==> config.mk <==
export PLATFORM = sky130hd
export DESIGN_NAME = shot_tracker
export DESIGN_NICKNAME = d
export VERILOG_FILES = /design/src/rtl/battleship_pkg.sv /design/src/rtl/shot_tracker_popcount.sv /design/src/rtl/shot_tracker.sv
export SDC_FILE = /design/constraint.sdc
export NUM_CORES = 1
export LEC_CHECK = 0
export CORE_MARGIN = 1
export CORE_UTILIZATION = 55
export CTS_CLUSTER_DIAMETER = 40
export CTS_CLUSTER_SIZE = 25
export DETAILED_ROUTE_END_ITERATION = 12
export PLACE_DENSITY = 0.81
export SYNTH_ARGS = -nofsm -noshare
export SYNTH_HDL_FRONTEND = slang
export SYNTH_HIERARCHICAL = 1
export SYNTH_SLANG_ARGS = --single-unit
==> constraint.sdc <==
create_clock -name clk -period 5.35 [get_ports clk]
set_clock_uncertainty 0.2 [all_clocks]
set_input_delay 0.8025 -clock clk [delete_from_list [all_inputs] [get_ports clk]]
set_output_delay 0.8025 -clock clk [all_outputs]
set_load 0.01 [all_outputs]
==> src/rtl/battleship_pkg.sv <==
`default_nettype none
// ============================================================================
// Module      : battleship_pkg
// Description : Shared sizes, FSM encoding and result/cell codes for the
//               battleship shot tracker.
// Revision    : 1.0 - initial release
// ============================================================================
package battleship_pkg;

  localparam int GRIDSIZE_DEF = 5;
  localparam int CELLS_DEF    = GRIDSIZE_DEF * GRIDSIZE_DEF;

  typedef enum logic [1:0] {
    ST_IDLE   = 2'b00,
    ST_CHECK  = 2'b01,
    ST_REPORT = 2'b10,
    ST_OVER   = 2'b11
  } state_t;

  localparam logic [1:0] RES_MISS    = 2'b00;
  localparam logic [1:0] RES_HIT     = 2'b01;
  localparam logic [1:0] RES_REPEAT  = 2'b10;
  localparam logic [1:0] RES_INVALID = 2'b11;

  localparam logic [1:0] CELL_UNSHOT = 2'b00;
  localparam logic [1:0] CELL_MISS   = 2'b01;
  localparam logic [1:0] CELL_HIT    = 2'b10;

endpackage
`default_nettype wire

==> src/rtl/shot_tracker_popcount.sv <==
`default_nettype none
// ============================================================================
// Module      : popcount
// Description : Combinational count of set bits in the ship map.
// Revision    : 1.0 - initial release
// ============================================================================
module popcount
  import battleship_pkg::*;
#(
  parameter int GRIDSIZE = GRIDSIZE_DEF,
  parameter int CELLS    = GRIDSIZE * GRIDSIZE
) (
  input  logic [CELLS-1:0]    bits,
  output logic [GRIDSIZE-1:0] count
);

  always_comb begin
    count = '0;
    for (int i = 0; i < CELLS; i++) begin
      count = count + {{(GRIDSIZE-1){1'b0}}, bits[i]};
    end
  end

endmodule
`default_nettype wire

==> src/rtl/shot_tracker.sv <==
`default_nettype none
// ============================================================================
// Module      : shot_tracker
// Description : Scores shots against a latched ship map, tracks hit/miss
//               cells per game and serves per-cell state to the renderer.
// Revision    : 1.0 - initial release
// ============================================================================
module shot_tracker
  import battleship_pkg::*;
#(
  parameter int GRIDSIZE = GRIDSIZE_DEF
) (
  input  logic                           clk,
  input  logic                           reset,
  input  logic                           start,
  input  logic [GRIDSIZE*GRIDSIZE-1:0]   ship_map,
  input  logic                           fire,
  input  logic [GRIDSIZE-1:0]            coord,
  input  logic [GRIDSIZE-1:0]            query_idx,
  output logic [1:0]                     query_state,
  output logic                           busy,
  output logic                           result_valid,
  output logic [1:0]                     result_code,
  output logic [GRIDSIZE-1:0]            hit_count,
  output logic                           game_over
);

  localparam int CELLS = GRIDSIZE * GRIDSIZE;
  localparam logic [GRIDSIZE:0]   c_cells_ext = (GRIDSIZE+1)'(CELLS);
  localparam logic [GRIDSIZE-1:0] c_hit_max   = GRIDSIZE'(CELLS);

  state_t               r_state;
  logic [GRIDSIZE-1:0]  r_shot_idx;
  logic [CELLS-1:0]     r_hit_map;
  logic [CELLS-1:0]     r_miss_map;
  logic [CELLS-1:0]     r_ship_reg;
  logic [GRIDSIZE-1:0]  r_ship_total;
  // Set by start; an un-started (post-reset) board never ends the game.
  logic                 r_loaded;

  logic [GRIDSIZE-1:0]  w_pop;
  logic                 w_shot_ok;
  logic                 w_query_ok;
  logic [1:0]           w_code;
  logic [1:0]           w_query_state;

  popcount #(
    .GRIDSIZE (GRIDSIZE),
    .CELLS    (CELLS)
  ) u_popcount (
    .bits  (ship_map),
    .count (w_pop)
  );

  assign w_shot_ok  = ({1'b0, r_shot_idx} < c_cells_ext);
  assign w_query_ok = ({1'b0, query_idx}  < c_cells_ext);

  always_comb begin
    w_code = RES_MISS;
    if (!w_shot_ok) begin
      w_code = RES_INVALID;
    end else if (r_hit_map[r_shot_idx] || r_miss_map[r_shot_idx]) begin
      w_code = RES_REPEAT;
    end else if (r_ship_reg[r_shot_idx]) begin
      w_code = RES_HIT;
    end
  end

  always_comb begin
    w_query_state = CELL_UNSHOT;
    if (w_query_ok) begin
      if (r_hit_map[query_idx]) begin
        w_query_state = CELL_HIT;
      end else if (r_miss_map[query_idx]) begin
        w_query_state = CELL_MISS;
      end
    end
  end

  always_ff @(posedge clk) begin
    if (reset) begin
      r_state      <= ST_IDLE;
      r_shot_idx   <= '0;
      r_hit_map    <= '0;
      r_miss_map   <= '0;
      r_ship_reg   <= '0;
      r_ship_total <= '0;
      r_loaded     <= 1'b0;
      hit_count    <= '0;
      busy         <= 1'b0;
      result_valid <= 1'b0;
      result_code  <= RES_MISS;
      query_state  <= CELL_UNSHOT;
      game_over    <= 1'b0;
    end else begin
      query_state  <= w_query_state;
      result_valid <= 1'b0;
      if (start) begin
        // A new game also abandons any shot still in flight.
        r_state      <= ST_IDLE;
        r_hit_map    <= '0;
        r_miss_map   <= '0;
        r_ship_reg   <= ship_map;
        r_ship_total <= w_pop;
        r_loaded     <= 1'b1;
        hit_count    <= '0;
        busy         <= 1'b0;
        game_over    <= 1'b0;
      end else begin
        case (r_state)
          ST_IDLE: begin
            if (r_loaded && (r_ship_total == '0)) begin
              r_state   <= ST_OVER;
              game_over <= 1'b1;
            end else if (fire) begin
              r_shot_idx <= coord;
              r_state    <= ST_CHECK;
              busy       <= 1'b1;
            end
          end
          ST_CHECK: begin
            if (w_code == RES_HIT) begin
              r_hit_map[r_shot_idx] <= 1'b1;
              if (hit_count != c_hit_max) begin
                hit_count <= hit_count + 1'b1;
              end
            end else if (w_code == RES_MISS) begin
              r_miss_map[r_shot_idx] <= 1'b1;
            end
            result_code  <= w_code;
            result_valid <= 1'b1;
            r_state      <= ST_REPORT;
          end
          ST_REPORT: begin
            busy <= 1'b0;
            if (r_loaded && (hit_count == r_ship_total)) begin
              r_state   <= ST_OVER;
              game_over <= 1'b1;
            end else begin
              r_state <= ST_IDLE;
            end
          end
          default: begin
            r_state <= ST_OVER;
          end
        endcase
      end
    end
  end

endmodule
`default_nettype wire

# Yosys cells after proc, flatten, opt, wreduce, memory -nomap -nowiden
# Index checks and enable logic that the tools add are counted.
dict set report word_totals {
  out_inout_bits 12
  inputBits 39
  reg_bits 100
}
dict set report op_classes {
  n_reduce_logical 18
  n_mux 28
  eq_ne 10
  magnitude_cmp 5
  n_bitwise 6
  addsub 25
}
# op count
set op_table {}
lappend op_table {{5-bit by 1-bit adder with 5-bit output} 23}
lappend op_table {{25-bit bitwise OR} 2}
lappend op_table {{1-bit binary-select mux with 5-bit select} 5}
lappend op_table {{1-bit 2-to-1 mux} 13}
lappend op_table {{5-bit by 6-bit less-than comparator with 1-bit output, second input constant} 2}
lappend op_table {{2-bit 2-to-1 mux} 6}
lappend op_table {{3-bit AND reduction} 4}
lappend op_table {{5-bit less-than comparator, second input constant} 2}
lappend op_table {{2-bit inequality test, second input constant} 4}
lappend op_table {{2-bit case mux with 3 select lines} 1}
lappend op_table {{5-bit by 1-bit adder with 5-bit output, second input constant} 1}
lappend op_table {{1-bit demux with 5-bit select} 1}
lappend op_table {{5-bit equality test} 1}
lappend op_table {{5-bit by 1-bit >= comparator with 1-bit output, second input constant} 1}
lappend op_table {{5-bit logical NOT} 1}
lappend op_table {{5-bit inequality test, second input constant} 1}
lappend op_table {{2-bit by 1-bit equality test with 1-bit output, second input constant} 2}
lappend op_table {{2-bit logical NOT} 2}
lappend op_table {{1-bit inverter} 4}
lappend op_table {{1-bit case mux with 2 select lines} 2}
lappend op_table {{2-bit AND reduction} 2}
lappend op_table {{4-bit AND reduction} 1}
lappend op_table {{2-bit OR reduction} 2}
lappend op_table {{1-bit logical AND} 3}
lappend op_table {{other kinds (6)} 6}

# Logic depth before layout (Yosys ltp)
# Gate-level depths: netlist of run 1.
dict set report logic_depth {
  depth_word 24
  ltp_mapped 15
}

# Modules after synthesis
# The synthesis of run 1 kept the hierarchy.
# module area_each_um2 seq_area_each_um2 cells_per_inst n_inst
set by_module_without_submodules {}
lappend by_module_without_submodules {shot_tracker 4620.7 2001.9 474 1}
lappend by_module_without_submodules {popcount 625.6 0.0 69 1}

# Least setup slack after synthesis of run 1
# Ideal clock, no wire load.
dict set report synth_path {
  kind {input -> register}
  from {input port ship_map[3]}
  to {register r_ship_total[4]}
  t_arrival_ps 4458
  setup_ps 65
  path_slack_ps 627
  cell_stages 13
  path_buffers 0
  cell_sequence {inv_1 fa_1 fa_1 fa_1 fa_1 fa_1 fa_1 fa_1 nor2b_1 o21ai_0 nand2b_1 mux2i_1 nor2_1}
}
dict set report synth_between {
  elab_chain_cells 22
}
# element line
set synth_lines {}
lappend synth_lines {{start, declared} shot_tracker.sv:16} ;# input logic [GRIDSIZE*GRIDSIZE-1:0] ship_map,
lappend synth_lines {{5-bit by 1-bit adder with 5-bit output (22 in a row)} shot_tracker_popcount.sv:20} ;# count = count + {{(GRIDSIZE-1){1'b0}}, bits[i]};
lappend synth_lines {{net w_pop[4]} shot_tracker.sv:41} ;# logic [GRIDSIZE-1:0] w_pop;
lappend synth_lines {{end signal, assigned} shot_tracker.sv:104} ;# r_ship_total <= w_pop;
lappend synth_lines {{end, declared} shot_tracker.sv:37} ;# logic [GRIDSIZE-1:0] r_ship_total;
# The timed path passes the listed nets, and every way through them passes these cells.
# A chain may end at the register's enable or synchronous reset.

# Worst setup path after layout of run 1
# Same ends and word-level chain as after synthesis.

==> results of run 1 <==
## routing by layer
layer | vias up | global-route usage [%] | wire length [um] | part of all wire (%)
met5 | - | 0 | 0 | 0
li1 | 1976 | - | - | -
met3 | 39 | 3.65 | 752 | 5.8
met1 | 2110 | 35.6 | 5230 | 41
met4 | 0 | 13.1 | 412 | 3.2
met2 | 187 | 46.5 | 6510 | 50
## report_power, final
group | internal, uW | switching, uW | total, uW
Combinational | 292 | 350 | 642
Clock | 169 | 257 | 426
Sequential | 780 | 36.5 | 816
Total | 1240 | 644 | 1880
## worst max path at each step
| stage | cells after the start | endpoint | slack (ns) | from |
|---|---|---|---|---|
| final | 14 | r_ship_total[4] | 0.24 | ship_map[3] |
| after floorplan | 13 | r_ship_total[4] | 0.63 | ship_map[3] |
| after global routing | 14 | r_ship_total[4] | 0.07 | ship_map[3] |
| after detailed placement | 14 | r_ship_total[4] | -0.12 | ship_map[3] |
| after global placement | 14 | r_ship_total[4] | -0.04 | ship_map[3] |
| after CTS | 14 | r_ship_total[4] | 0.23 | ship_map[3] |
## final cells by class
class,instances,area share (%)
clock buffer,12,2.25
clock inverter,4,0.438
inverter,41,2.57
multi-input combinational,370,49.4
sequential,100,33.4
tap,129,2.69
timing repair buffer,58,9.27
## kinds of logic (layout without fill, tap and decap cells)
family | Yosys count | after routing | share of synthesized area (%)
AOI/OAI and AO/OA | 81 | 81 | 10.4
muxes | 71 | 71 | 19.8
adders and majority gates | 26 | 26 | 8.78
DFF | 100 | 100 | 38.2
xor gates and xnor gates | 7 | 7 | 1.17
buffers and inverters | 73 | 115 | 5.58
and+or+nand+nor | 185 | 185 | 16.2
## per-stage QoR
| step | setup TNS [ns] | setup slack (ns) | power, uW | cells | util (%) |
|---|---|---|---|---|---|
| after floorplan | 0 | 0.627 | 1300 | 543 | - |
| after global placement | -0.0423 | -0.0423 | 1430 | 698 | 63.1 |
| after detailed placement | -0.159 | -0.122 | 1460 | 698 | 63.1 |
| after CTS | 0 | 0.233 | 1880 | 714 | 64.9 |
| after global routing | 0 | 0.0677 | 2000 | 714 | 64.9 |
| final | 0 | 0.243 | 1880 | 714 | 64.9 |
## cells in the mapped netlist, drive strengths merged (2+ instances only)
master	instances	area, sq um
a211oi	2	15.0
xnor2	2	17.5
mux4	26	586
nand2b	6	37.5
nor2	70	263
o21ai	37	185
inv	41	154
dfxtp	100	2000
mux2	2	22.5
nand4	3	18.8
or2	6	37.5
mux2i	43	430
a31oi	5	31.3
nand3b	2	15.0
nor4	2	12.5
o22ai	2	12.5
a32o	7	70.1
nor3	8	40.0
a22o	9	78.8
xor2	5	43.8
o2111ai	2	17.5
and3	5	31.3
nand2	48	180
buf	6	41.3
ha	8	100
fa	18	360
nand3	17	90.1
a21oi	7	35.0
nor2b	3	18.8
or4	3	22.5
clkbuf	26	97.6
o31ai	6	45.0
or3	8	50.1
## worst max-delay path, stage by stage
cell	delay [ns]
clkdlybuf4s50_1	0.48
inv_1	0.07
fa_1	0.50
fa_1	0.60
fa_1	0.47
fa_1	0.53
fa_1	0.42
fa_1	0.42
fa_1	0.42
nor2b_1	0.12
o21ai_0	0.08
nand2b_1	0.09
mux2i_1	0.09
nor2_1	0.13
## layout by cell type (no fill, tap or decap), types with 2 or more instances in the layout
cell,netlist,final
inv_1,41,41
clkinv_2,0,2
o2111ai_1,2,2
or2_2,5,5
nor3_1,8,8
o22ai_1,2,2
dfxtp_1,100,100
nor2b_1,3,3
nand4_1,3,3
a31oi_1,5,5
nor4_1,2,2
fa_1,18,18
or3_1,8,8
a22o_1,9,9
clkbuf_8,0,9
nand3b_1,2,2
or4_1,3,3
o31ai_1,6,6
mux4_2,26,26
mux2i_1,43,43
mux2_2,2,2
nand3_1,16,16
o21ai_0,37,37
a211oi_1,2,2
xor2_1,5,5
buf_4,0,8
a21oi_1,7,7
clkbuf_1,26,3
nand2b_1,6,6
nor2_1,70,69
and3_1,5,5
nand2_1,48,48
ha_1,8,8
clkdlybuf4s50_1,0,49
xnor2_1,2,2
a32o_1,7,7
==> out/summary.txt, run 1 <==
Die X = 99.7 um
Hold Path End = r_hit_map[3]
CTS resizes = 0
Max-slew violations = 0
Status = complete, no violations
Maximum VDD drop = 278 uV
Period utilisation layout = 95.5%
RSZ-0062 raised after global routing = false
Wire per inst = 18.1 um
Post-synthesis sequential area ratio = 38.2%
DPL Wire Length = 9560 um
Post-synth net total = 608
Tightest Pin Transition = 1.02 ns
Drt pass-1 iters = 5
Post-Syn Area = 0.00525 sq mm
Antenna diodes = 0
Fin. Hold Viols = 0
Hold WS = 0.278 ns
Total GRT Usage = 27.7%
RD Place Congestion = 0.883
WL final = 12900 um
Area of the multi-input gates = 0.00296 sq mm
Largest net degree at the start of global routing = 38
WP data arrival = 5.21 ns
FF-to-FF setup slack = 1.98 ns
Yosys warns = 6
Vias in the first global route = 4264
Num CTS Buffers = 9
Max-Cap Viols = 0
Layout cells sized above 1 = 9.91%
Post-Place Cell Area = 0.00583 sq mm
Clk_lat worst skew = 0.37 ns
Crit path launch type = primary input
Mapped Avg Cell Area = 9.66 sq um
DRC viols = 0
Post-synth EDFFs = 0
Highest clock rate = 0.196 GHz
Vias = 4312
Synth unique cells = 45
Crit end category = flip-flop
Syn Inst Count = 543
Reg clk slew, reported paths = 0.09 ns
Setup CP Type = in2reg
Min-Delay Path Depth = 2
Die Height = 99.7 um
Row count = 35
Tmin final = 5.11 ns
CTS max path bufs = 2
Core Area = 0.00924 sq mm
Hold Path Class = reg2reg
Async set-or-reset flop fraction in the synthesized netlist = 0%
Global-route wire length before repair = 21100 um
Post-CTS Setup Inserts = 0
Initial Util = 56.8%
Reg2Reg Launch Point = r_shot_idx[1]
Power Density = 314 mW/mm^2
Fillers = 734
Final nets = 645
Layout area overhead = 14.2%
I/O Pins = 51
Die ar. = 0.00993 sq mm
CTS H-tree lvls = 3
Dominant synthesized flop cell = dfxtp_1
CP required = 5.46 ns
Fin area = 0.00599 sq mm
FF-to-FF End = r_hit_map[13]
Leak pwr = 0.00236 uW
Vias per cell = 6.04
Num Clock Sinks = 100
Crit path max fanout = 2
CTS tree = yes
Final setup fails = 0
# port buffers = 50
Cts hold-fix bufs = 0
#FFs+latches synth = 100
Initial antenna violation count = 0
Clock Tree Root = clkbuf_8
Slew margin rel. = 32.3%
R2R depth = 8
Remaining global-route overflow = 0
FF/Latch Area = 0.00200 sq mm
Routed Antenna Nets = 0
Initial DRC Count = 272
HP Start = r_hit_map[3]
No activity file was read; power rests on OpenSTA's default activity.
==> inputs of run 2 (changes only) <==
--- a/config.mk
+++ b/config.mk
@@ -7,7 +7,6 @@
 export LEC_CHECK = 0
 export CORE_MARGIN = 1
 export CORE_UTILIZATION = 55
-export CTS_CLUSTER_DIAMETER = 40
 export CTS_CLUSTER_SIZE = 25
 export DETAILED_ROUTE_END_ITERATION = 12
 export PLACE_DENSITY = 0.81
==> constraint.sdc (replaced) <==
create_clock -name clk -period 5.35 [get_ports clk]
set_clock_uncertainty 0.2 [all_clocks]
set_input_delay 1.07 -clock clk [delete_from_list [all_inputs] [get_ports clk]]
set_output_delay 1.07 -clock clk [all_outputs]
set_load 0.01 [all_outputs]
==> out/summary.txt, run 2 (synthesized netlist as in run 1, its figures left out) <==
Final nets = 646
DRC viols = 0
Most used cell, CP = fa_1
RSZ-0062 raised after global routing = false
Reg clk slew, reported paths = 0.10 ns
P_int = 1400 uW
Crit end category = flip-flop
Vias per cell = 5.99
Die Height = 99.7 um
Area of the multi-input gates = 0.00297 sq mm
Power Density = 338 mW/mm^2
Crit path launch type = primary input
Vias = 4285
Post-Place Cell Area = 0.00584 sq mm
Psw = 666 uW
Max-slew violations = 0
Fillers = 715
Antenna diodes = 0
Pwr Total = 2060 uW
Switch share = 32.3%
Setup CP Type = in2reg
Total GRT Usage = 27.9%
Final setup fails = 0
Layout area overhead = 16.5%
Min-Delay Path Depth = 2
Core Area = 0.00924 sq mm
Die ar. = 0.00993 sq mm
R2R depth = 8
FF/Latch Area = 0.00200 sq mm
Layout cells sized above 1 = 11.6%
Most common cell after layout, fill and taps aside = dfxtp_1
Clock Tree Root = clkbuf_8
Global-route wire length before repair = 21300 um
Clk_lat worst skew = 0.37 ns
Drt pass-1 iters = 5
Remaining global-route overflow = 0
Die X = 99.7 um
CP cell instances = clkdlybuf4s50_1 -> fa_1 -> fa_1 -> inv_1 -> fa_1 -> fa_1 -> fa_1 -> fa_2 -> fa_2 -> inv_1 -> mux2i_1 -> nor2_1
I/O Pins = 51
WL final = 13200 um
Hold Path Class = reg2reg
Reg power frac = 39.8%
# port buffers = 50
Most frequent cells in the layout = 100 x dfxtp_1, 69 x nor2_1, 48 x nand2_1
Leak pwr = 0.00247 uW
Row count = 35
Max incr delay on CP = 0.53 ns
Slew margin rel. = 30.4%
CP required = 5.39 ns
Max-Cap Viols = 0
Wire per inst = 18.5 um
Vias in the first global route = 4339
Fin area = 0.00611 sq mm
RD Place Congestion = 0.885
Cts hold-fix bufs = 0
Largest net degree at the start of global routing = 38
WP data arrival = 5.26 ns
Period utilisation layout = 97.6%
Clock power frac = 28.6%
CTS H-tree lvls = 3
Highest clock rate = 0.191 GHz
Initial DRC Count = 345
Fin. Hold Viols = 0
Hold WS = 0.283 ns
Num CTS Buffers = 9
Maximum VDD drop = 273 uV
Routed Antenna Nets = 0
Crit path max fanout = 2
Tightest Pin Transition = 1.04 ns
CTS tree = yes
CTS max path bufs = 2
Critical-path top delay cell = fa_1
Num Clock Sinks = 100
DPL Wire Length = 9670 um
Initial antenna violation count = 0
Status = complete, no violations
Initial Util = 56.8%
Logic gate share of total power = 31.6%
Tmin final = 5.22 ns
==> run 2: cell count changes in the layout (fill, tap and decap cells not counted), sizes merged <==
| cell | delta |
|---|---|
| clkbuf | -3 |
| clkinvlp | -1 |
| buf | +1 |
| bufinv | +3 |
| dlymetal6s2s | +7 |
| inv | +3 |
| clkinv | -2 |
| clkdlybuf4s50 | -7 |
==> run 2: per-layer routing <==
| metal | GRT usage [%] | share of wire (%) | up-vias |
|---|---|---|---|
| li1 | - | - | 1979 |
| met1 | 33.8 | 41 | 2088 |
| met2 | 48.7 | 50 | 177 |
| met3 | 5.20 | 6.5 | 41 |
| met4 | 12.0 | 3.3 | 0 |
| met5 | 0 | 0 | - |
==> run 2: what timing repair did <==
item                                    4_1_cts  5_1_grt
resized for setup                             0       14
buffers inserted                              0        0
endpoints found under the setup margin        0        3
==> run 2: final cells by class <==
type                    instances  share of cell area [%]
multi-input cells             370                    48.6
flip-flops and latches        100                    32.8
clock inverters                 7                    1.99
clock buffers                   9                    2.03
repair buffers                 59                    9.50
inverters                      41                    2.52
well taps                     129                    2.64
==> run 2: metrics by stage <==
| stage | utilization [%] | TNS (ns) | std cells | worst slack [ns] |
|---|---|---|---|---|
| 2_1_floorplan | - | 0 | 543 | 0.359 |
| 3_3_place_gp | 63.2 | -0.856 | 699 | -0.309 |
| 3_5_place_dp | 63.2 | -1.10 | 699 | -0.357 |
| 4_1_cts | 65.8 | 0 | 715 | 0.0130 |
| 5_1_grt | 66.1 | 0 | 715 | 0.00299 |
| 6_report | 66.1 | 0 | 715 | 0.127 |
==> run 2: worst max-delay path: cells and delay by family <==
family | cells | cell delay [ns]
multiplexers | 1 | 0.17
AND/OR/NAND/NOR | 1 | 0.06
adder cells (fa/ha/maj) | 7 | 3.42
buffers and inverters | 3 | 0.55
==> run 2: worst paths after layout <==
check / startpoint / end / slack, ns
hold / removal: r_miss_map[5] / r_miss_map[5] / 0.28
hold reg to reg: r_miss_map[5] / r_miss_map[5] / 0.28
setup / recovery: ship_map[14] / r_ship_total[1] / 0.13
setup reg to reg: r_shot_idx[1] / r_hit_map[1] / 1.55
==> run 2: power by group through the flow <==
stage	clock, uW	sequential (uW)	combinational (uW)
finish	589	821	653
global route	626	825	735
CTS	593	820	631
detailed placement	0	837	628
global placement	0	835	595
floorplan	0	817	478
